==> config.mk <==
export PLATFORM = sky130hd
export DESIGN_NAME = muldiv_ctrl
export DESIGN_NICKNAME = d
export VERILOG_FILES = /design/src/rtl/muldiv_ctrl.sv
export SDC_FILE = /design/constraint.sdc
export NUM_CORES = 2
export LEC_CHECK = 0
export CAP_MARGIN = 20
export CORE_MARGIN = 5
export CORE_UTILIZATION = 45
export CTS_BUF_LIST = sky130_fd_sc_hd__clkbuf_16
export CTS_CLUSTER_DIAMETER = 200
export DETAILED_ROUTE_END_ITERATION = 7
export SYNTH_ARGS = -nofsm -noshare
export SYNTH_HDL_FRONTEND = slang
export SYNTH_SLANG_ARGS = --single-unit
==> constraint.sdc <==
create_clock -name clock_i -period 9.3 [get_ports clock_i]
set_clock_uncertainty 0.1 [all_clocks]
set_input_delay 1.86 -clock clock_i [delete_from_list [all_inputs] [get_ports clock_i]]
set_output_delay 1.86 -clock clock_i [all_outputs]
set_load 0.005 [all_outputs]
==> src/rtl/muldiv_ctrl.sv <==
// EX-stage multiply/divide controller: owns HI/LO, computes multiply over a counted
// stall window and sequences an external multi-cycle divider.
module muldiv_ctrl #(
   parameter int DIV_CYCLES = 36,
   parameter int MUL_STAGES = 2
) (
   input  logic        clock_i,
   input  logic        reset_i,
   input  logic        ex_valid_i,
   input  logic [2:0]  ex_op_i,
   input  logic [31:0] ex_rs_i,
   input  logic [31:0] ex_rt_i,
   input  logic        flush_i,
   output logic        div_start_o,
   output logic        div_unsigned_o,
   output logic [31:0] div_op1_o,
   output logic [31:0] div_op2_o,
   input  logic [63:0] div_result_i,
   input  logic        div_done_i,
   output logic        stall_o,
   output logic [31:0] hi_o,
   output logic [31:0] lo_o,
   output logic        div_timeout_o
);

   // state  | meaning
   // S_IDLE | no operation in flight; accepts MULT/DIV requests and MTHI/MTLO writes
   // S_MUL  | multiply stall window; product written to HI/LO when counter hits 0
   // S_DIV  | divider running with start held high; waits for div_done

   typedef enum logic [1:0] {
      S_IDLE = 2'd0,
      S_MUL  = 2'd1,
      S_DIV  = 2'd2
   } state_t;

   localparam logic [2:0] OP_MULT  = 3'd1;
   localparam logic [2:0] OP_MULTU = 3'd2;
   localparam logic [2:0] OP_DIV   = 3'd3;
   localparam logic [2:0] OP_DIVU  = 3'd4;
   localparam logic [2:0] OP_MTHI  = 3'd5;
   localparam logic [2:0] OP_MTLO  = 3'd6;

   localparam int MW = (MUL_STAGES > 1) ? $clog2(MUL_STAGES) : 1;
   localparam int TW = $clog2(DIV_CYCLES + 2);
   localparam logic [MW-1:0] MUL_LOAD = MW'(MUL_STAGES - 1);
   // Terminal count is reached in the (DIV_CYCLES+2)-th DIV cycle.
   localparam logic [TW-1:0] TMO_LOAD = TW'(DIV_CYCLES + 1);

   state_t          state_q, state_d;
   logic [31:0]     op1_q, op1_d;
   logic [31:0]     op2_q, op2_d;
   logic            uns_q, uns_d;
   logic [31:0]     hi_q, hi_d;
   logic [31:0]     lo_q, lo_d;
   logic [MW-1:0]   mul_cnt_q, mul_cnt_d;
   logic [TW-1:0]   tmo_cnt_q, tmo_cnt_d;
   logic            timeout_q, timeout_d;

   logic            is_muldiv;
   logic            req;
   logic            wr_ok;
   logic [63:0]     a_ext;
   logic [63:0]     b_ext;
   logic [63:0]     product;

   assign is_muldiv = (ex_op_i == OP_MULT) || (ex_op_i == OP_MULTU) ||
                      (ex_op_i == OP_DIV)  || (ex_op_i == OP_DIVU);
   assign wr_ok     = ex_valid_i && !flush_i;
   assign req       = wr_ok && is_muldiv;

   // Lower 64 bits of a 64x64 product are correct for both signednesses.
   assign a_ext   = {{32{~uns_q & op1_q[31]}}, op1_q};
   assign b_ext   = {{32{~uns_q & op2_q[31]}}, op2_q};
   assign product = a_ext * b_ext;

   always_comb begin
      state_d   = state_q;
      op1_d     = op1_q;
      op2_d     = op2_q;
      uns_d     = uns_q;
      hi_d      = hi_q;
      lo_d      = lo_q;
      mul_cnt_d = mul_cnt_q;
      tmo_cnt_d = tmo_cnt_q;
      timeout_d = timeout_q;
      stall_o   = 1'b0;

      case (state_q)
         S_IDLE: begin
            if (req) begin
               stall_o = 1'b1;
               op1_d   = ex_rs_i;
               op2_d   = ex_rt_i;
               uns_d   = (ex_op_i == OP_MULTU) || (ex_op_i == OP_DIVU);
               if ((ex_op_i == OP_MULT) || (ex_op_i == OP_MULTU)) begin
                  state_d   = S_MUL;
                  mul_cnt_d = MUL_LOAD;
               end else begin
                  state_d   = S_DIV;
                  tmo_cnt_d = TMO_LOAD;
               end
            end else if (wr_ok && (ex_op_i == OP_MTHI)) begin
               hi_d = ex_rs_i;
            end else if (wr_ok && (ex_op_i == OP_MTLO)) begin
               lo_d = ex_rs_i;
            end
         end

         S_MUL: begin
            if (flush_i) begin
               state_d = S_IDLE;
            end else if (mul_cnt_q != '0) begin
               stall_o   = 1'b1;
               mul_cnt_d = mul_cnt_q - MW'(1);
            end else begin
               hi_d    = product[63:32];
               lo_d    = product[31:0];
               state_d = S_IDLE;
            end
         end

         S_DIV: begin
            if (flush_i) begin
               state_d = S_IDLE;
            end else if (div_done_i) begin
               hi_d    = div_result_i[63:32];
               lo_d    = div_result_i[31:0];
               state_d = S_IDLE;
            end else begin
               // A hung divider keeps the pipeline frozen; only the flag reports it.
               stall_o = 1'b1;
               if (tmo_cnt_q == '0) begin
                  timeout_d = 1'b1;
               end else begin
                  tmo_cnt_d = tmo_cnt_q - TW'(1);
               end
            end
         end

         default: begin
            state_d = S_IDLE;
         end
      endcase
   end

   always_ff @(posedge clock_i) begin
      if (reset_i) begin
         state_q   <= S_IDLE;
         op1_q     <= '0;
         op2_q     <= '0;
         uns_q     <= 1'b0;
         hi_q      <= '0;
         lo_q      <= '0;
         mul_cnt_q <= '0;
         tmo_cnt_q <= '0;
         timeout_q <= 1'b0;
      end else begin
         state_q   <= state_d;
         op1_q     <= op1_d;
         op2_q     <= op2_d;
         uns_q     <= uns_d;
         hi_q      <= hi_d;
         lo_q      <= lo_d;
         mul_cnt_q <= mul_cnt_d;
         tmo_cnt_q <= tmo_cnt_d;
         timeout_q <= timeout_d;
      end
   end

   // Start is a decode of the registered state, so it falls the cycle after completion or flush.
   assign div_start_o    = (state_q == S_DIV);
   assign div_unsigned_o = uns_q;
   assign div_op1_o      = op1_q;
   assign div_op2_o      = op2_q;
   assign hi_o           = hi_q;
   assign lo_o           = lo_q;
   assign div_timeout_o  = timeout_q;

endmodule
## Word-level counts from Yosys, hierarchy flattened

Cells that the tools add are included.

| word-level totals | value |
|---|---|
| bits in registers | 139 |
| bits in latches | 0 |
| RAM bits | 0 |
| ROM bits | 0 |
| bits of input ports | 136 |
| output and inout port bits | 132 |
| logic and storage cells | 100 |
| memories | 0 |

| operators by class | value |
|---|---|
| add/subtract/negate cells | 2 |
| multiply operators | 1 |
| divide/modulo/power cells | 0 |
| $lt $le $gt $ge | 0 |
| eq/ne operators | 23 |
| shifts and indexed selects | 0 |
| multiplexer cells | 39 |
| bitwise operators | 5 |
| reduce and logical (&&, ||, !) cells | 21 |

Operators with widths:

| operator | count |
|---|---|
| two-way mux 32 bit | 13 |
| case mux 32 bit (3 select lines) | 2 |
| multiplier 33 x 33 -> 64 bit | 1 |
| two-way mux 6 bit | 5 |
| inequality test 2 bit (second input constant) | 12 |
| two-way mux 2 bit | 6 |
| case mux 6 bit (2 select lines) | 1 |
| == test 3 bit (second input constant) | 3 |
| two-way mux 1 bit | 9 |
| AND reduction 4 bit | 2 |
| AND reduction 8 bit | 1 |
| AND reduction 7 bit | 1 |
| == test 3 x 2 -> 1 bit (second input constant) | 2 |
| zero test 6 bit | 1 |
| case mux 2 bit (3 select lines) | 1 |
| AND reduction 6 bit | 1 |
| subtractor 6 x 1 -> 6 bit (second input constant) | 1 |
| logical AND 1 bit | 4 |
| logical OR 1 bit | 4 |
| nonzero test 2 bit | 2 |
| == test 3 x 1 -> 1 bit (second input constant) | 1 |
| inequality test 3 x 2 -> 1 bit (second input constant) | 1 |
| inequality test 3 bit (second input constant) | 1 |
| inverter 1 bit | 3 |
| other kinds (12) | 13 |

## Longest topological paths before layout

| logic depth | value |
|---|---|
| depth in word-level cells | 7 |
| mapped depth | 31 |
| gate-level depth less buffers | 28 |

## Least setup slack after synthesis

No wires, ideal clock.

| timing | value |
|---|---|
| path type | register to register |
| start point | reg op1_q[31], in the netlist div_op1_o[31] |
| end point | reg hi_q[31], in the netlist hi_o[31] |
| setup time | 0.088 ns |
| arrival | 8.298 ns |
| required time | 9.112 ns |
| setup slack | 0.814 ns |
| stages on the path, launching flop included | 30 |
| path buffers | 2 |
| period minus slack after synthesis | 8.486 ns |
| path through | dfxtp_1 -> clkbuf_1 -> nor2b_1 -> clkbuf_1 -> nand2_1 -> inv_1 -> fa_1 -> inv_1 -> fa_1 -> inv_1 -> fa_1 -> fa_1 -> inv_1 -> fa_1 -> inv_1 -> fa_1 -> inv_1 -> fa_1 -> fa_1 -> inv_1 -> ha_1 -> a21o_1 -> a21oi_1 -> o2111ai_2 -> o31ai_1 -> o311ai_1 -> a21oi_1 -> nor2b_1 -> or4_1 -> a311oi_2 |

| between the ends | value |
|---|---|
| longest elaborated chain between the ends | 5 |

Ends and longest elaborated chain:

| what | line | source |
|---|---|---|
| start: declaration | 51 | `logic [31:0] op1_q, op1_d;` |
| start signal: assignment | 160 | `op1_q <= op1_d;` |
| AND 1 bit | 73 | `assign a_ext = {{32{~uns_q & op1_q[31]}}, op1_q};` |
| multiplier 33 x 33 -> 64 bit (*) | 75 | `assign product = a_ext * b_ext;` |
| two-way mux 32 bit (*) | 113 | `end else if (mul_cnt_q != '0) begin` |
| two-way mux 32 bit (*) | 111 | `if (flush_i) begin` |
| case mux 32 bit (3 select lines) (*) | 89 | `case (state_q)` |
| end signal: assignment | 163 | `hi_q <= hi_d;` |
| end: declaration | 54 | `logic [31:0] hi_q, hi_d;` |

Mark *: on every way between the ends. The rest lies on a longest branch, timed or not. The select of a mux whose other input is x is not followed.
A chain may end at the register's enable or synchronous reset.

## Worst setup path after layout

| timing | value |
|---|---|
| start point | reg op2_q[12], in the netlist div_op2_o[12] |
| end point | reg hi_q[31], in the netlist hi_o[31] |

| between the ends | value |
|---|---|
| longest elaborated chain between the ends | 4 |

Ends and longest elaborated chain:

| what | line | source |
|---|---|---|
| start: declaration | 52 | `logic [31:0] op2_q, op2_d;` |
| start signal: assignment | 161 | `op2_q <= op2_d;` |
| multiplier 33 x 33 -> 64 bit | 75 |  |
| two-way mux 32 bit | 113 |  |
| two-way mux 32 bit | 111 |  |
| case mux 32 bit (3 select lines) | 89 |  |

Every way passes these cells. The select of a mux whose other input is x is not followed.

==> impl_metrics.py <==
metrics = {
    "placed_design": {
        "dpl_worst_slack_ns": 0.408,
        "gp_congestion": 0.940,
        "dpl.hpwl_um": 118000,
        "portBuffers": 267,
        "place_inst": 6411,
    },
    "timing": {
        "drv_slew": 0,
        "max_slew_margin": 0.246,
        "holdWs_ns": 0.359,
        "clock.fmax_ghz": 0.112,
        "final_hold_viol_count": 0,
        "rsz0062_at_grt": "no",
        "finalSetupViolCount": 0,
        "setup_slack_ns": 0.405,
        "timing.final.crit_share": 0.956,
        "tns_ns": 0,
        "worst_slew_pin_slew_ns": 1.13,
        "min_period_ns": 8.89,
    },
    "worst_setup_path": {
        "r2r_end": "hi_o[31]$_SDFFE_PP0P_",
        "worstPathMaxFanout": 19,
        "worst_r2r_startpoint": "div_op2_o[12]$_SDFFE_PP0P_",
        "critPathArrivalTime_ns": 9.18,
        "reg2reg_depth": 26,
        "cp.required_ns": 9.58,
        "cp-start-kind": "flop",
        "worstSetupPathType": "flop to flop",
        "ff2ff_setup_slack_ns": 0.41,
        "worst_setup_path_end_kind": "flop",
    },
    "clock_network": {
        "clkSinkCount": 139,
        "ctsHoldBuffers": 0,
        "root_buffer": "clkbuf_16",
        "cts_tree": "built",
        "cts_resized": 0,
        "clockBufferDepth": 2,
        "clk_latency_ns": 0.47,
        "clk_pin_slew_ns": 0.08,
        "post_cts_buffers": 0,
        "htree_levels": 4,
        "cts_buffers": 17,
    },
    "power_and_ir_drop": {
        "power_density_nw_per_um2": 47.0,
        "total_power_mw": 2.31,
        "max-vdd-ir-drop_uv": 142,
        "p_leak_nw": 23.3,
    },
    "min_path": {
        "hold_depth": 2,
        "hp-class": "flop to flop",
        "hp-start": "hi_o[3]$_SDFFE_PP0P_",
        "min_to": "hi_o[3]$_SDFFE_PP0P_",
    },
    "global_routing": {
        "grt_pass1_vias": 37500,
        "grt.overflow.total": 0,
        "grt_usage": 0.280,
        "grt_first_pass_wirelength_um": 223000,
        "antenna_found_initial": 13,
        "grt_max_degree": 69,
    },
    "synth": {
        "synth_top_area_frac": 0.509,
        "ys.flop_type": "dfxtp_1",
        "syn_inst": 5017,
        "synth_most_common_cell": "inv_1",
        "avgSynthCellArea_um2": 8.83,
        "syn_area_um2": 44300,
        "synth_common_cells": "inv_1 (1,137), fa_1 (1,125), nand2_1 (929)",
        "synth_largest_area_cell": "fa_1",
        "synthArstFlopShare": 0,
        "ys_ff_latch": 139,
        "synth_warnings": 0,
        "ys_seq_area_frac": 0.0628,
        "synth_edf_count": 0,
        "synth_area_leaders": "fa_1 (51%), inv_1 (9.6%), nand2_1 (7.9%)",
        "synth_cell_types": 81,
        "synth_fp_nets": 6495,
    },
    "final_layout": {
        "num-nets-final": 6622,
        "fin_cells": 6452,
        "area_delta_synth_final_pct": 11.2,
        "final_layout_size_suffix_gt1_frac": 0.0431,
        "fill_cells": 9373,
    },
    "drt": {
        "wl_per_cell_um": 22.1,
        "drt_wl_total_um": 143000,
        "routed_via_density": 5.38,
        "num_vias": 34700,
        "drc_errors": 0,
        "ant_nets": 0,
        "drt_iter0_markers": 2332,
        "dr.pass1.iters": 5,
    },
    "die": {
        "row_count": 115,
        "die_width_um": 324,
        "die_h_um": 324,
        "io_pins": 268,
        "initial_core_util": 0.452,
        "die_area_um2": 105000,
        "coreArea_um2": 98000,
    },
    "job": {
        "maxCapViolCount": 0,
    },
    "run_status": {
        "status": "complete, no violations",
    },
}
==> per-stage QoR <==
step / util / area, um^2
2_1_floorplan: - / 44300
3_3_place_gp: 0.496 / 48600
3_5_place_dp: 0.496 / 48600
4_1_cts: 0.502 / 49200
5_1_grt: 0.502 / 49200
6_report: 0.502 / 49200
==> where the power goes <==
part,total (mW),leakage [nW],internal (mW),switching [mW]
combinational,0.928,21.9,0.358,0.570
sequential,0.684,1.13,0.627,0.0570
clock,0.702,0.282,0.390,0.312
total,2.31,23.3,1.37,0.939
==> cell families after synthesis <==
kind of cell | after synthesis | share of synthesized area
DFF | 139 | 0.0628
xor gates and xnor gates | 61 | 0.0121
buffers and inverters | 1438 | 0.122
AOI/OAI and AO/OA | 463 | 0.0713
and+or+nand+nor | 1569 | 0.160
adders and majority gates | 1342 | 0.570
muxes | 5 | 0.00113
==> placed cells by master (no fill, tap or decap), types with 15 or more instances in the layout <==
cell type / netlist / final
a311oi_1: 18 / 18
xnor2_1: 46 / 46
a21oi_1: 176 / 176
dfxtp_1: 139 / 136
nand3_1: 22 / 22
nor3_1: 27 / 27
a21o_1: 31 / 31
nor2_1: 141 / 141
xor2_1: 15 / 15
clkbuf_16: 0 / 17
nand4_1: 15 / 15
fa_1: 1125 / 1125
clkdlybuf4s50_1: 0 / 266
a221oi_1: 16 / 16
o21ai_0: 48 / 48
buf_4: 0 / 130
nand2_1: 929 / 926
ha_1: 217 / 214
and2_1: 364 / 363
inv_1: 1137 / 1140
==> state kept, by name (all words and copies together), names as in the netlist <==
name,cells
mul_cnt_q,1
div_op2_o,32
div_unsigned_o,1
state_q,2
lo_o,32
div_op1_o,32
div_timeout_o,1
tmo_cnt_q,6
hi_o,32
==> worst max-delay path by stage <==
stage | start | endpoint | slack (ns) | depth (start not counted)
floorplan | div_op1_o[31]$_SDFFE_PP0P_ | hi_o[31]$_SDFFE_PP0P_ | 0.81 | 29
global placement | div_op2_o[12]$_SDFFE_PP0P_ | hi_o[31]$_SDFFE_PP0P_ | 0.42 | 26
detailed placement | div_op2_o[18]$_SDFFE_PP0P_ | hi_o[31]$_SDFFE_PP0P_ | 0.41 | 27
CTS | div_op2_o[18]$_SDFFE_PP0P_ | hi_o[31]$_SDFFE_PP0P_ | 0.36 | 27
global route | div_op2_o[9]$_SDFFE_PP0P_ | hi_o[31]$_SDFFE_PP0P_ | 0.03 | 26
finish | div_op2_o[12]$_SDFFE_PP0P_ | hi_o[31]$_SDFFE_PP0P_ | 0.41 | 26
==> critical path: stages (launching register included) <==
cell	delay (ns)
dfxtp_1	0.81
buf_4	0.40
and2_1	0.21
fa_1	0.41
fa_1	0.50
inv_1	0.05
fa_1	0.52
inv_1	0.05
fa_1	0.49
fa_1	0.65
fa_1	0.45
fa_1	0.49
inv_1	0.05
fa_1	0.57
inv_1	0.07
ha_1	0.35
a21oi_1	0.24
o2111ai_1	0.14
a211oi_2	0.36
nor3b_1	0.12
buf_4	0.16
o31ai_1	0.35
o311ai_1	0.17
a21oi_1	0.25
nor2b_1	0.09
or4_1	0.52
a311oi_2	0.23
==> layout make-up <==
| cell class | count | area, um^2 | area share |
|---|---|---|---|
| Tap cell | 1287 | 1610 | 0.0327 |
| Multi-Input combinational cell | 3440 | 36100 | 0.733 |
| Clock inverter | 14 | 131 | 0.00267 |
| Timing Repair Buffer | 408 | 3890 | 0.0789 |
| Inverter | 1138 | 4270 | 0.0868 |
| Clock buffer | 17 | 425 | 0.00864 |
| Sequential cell | 139 | 2790 | 0.0566 |
| Antenna cell | 9 | 22.5 | 0.000457 |
==> per-layer routing <==
| layer | track usage | vias up | routed length, um |
|---|---|---|---|
| li1 | - | 15000 | - |
| met1 | 0.353 | 18200 | 55000 |
| met2 | 0.490 | 1210 | 72600 |
| met3 | 0.0366 | 287 | 8250 |
| met4 | 0.114 | 4 | 6650 |
| met5 | 0 | - | 21 |
(Power assumes the default switching activity.)
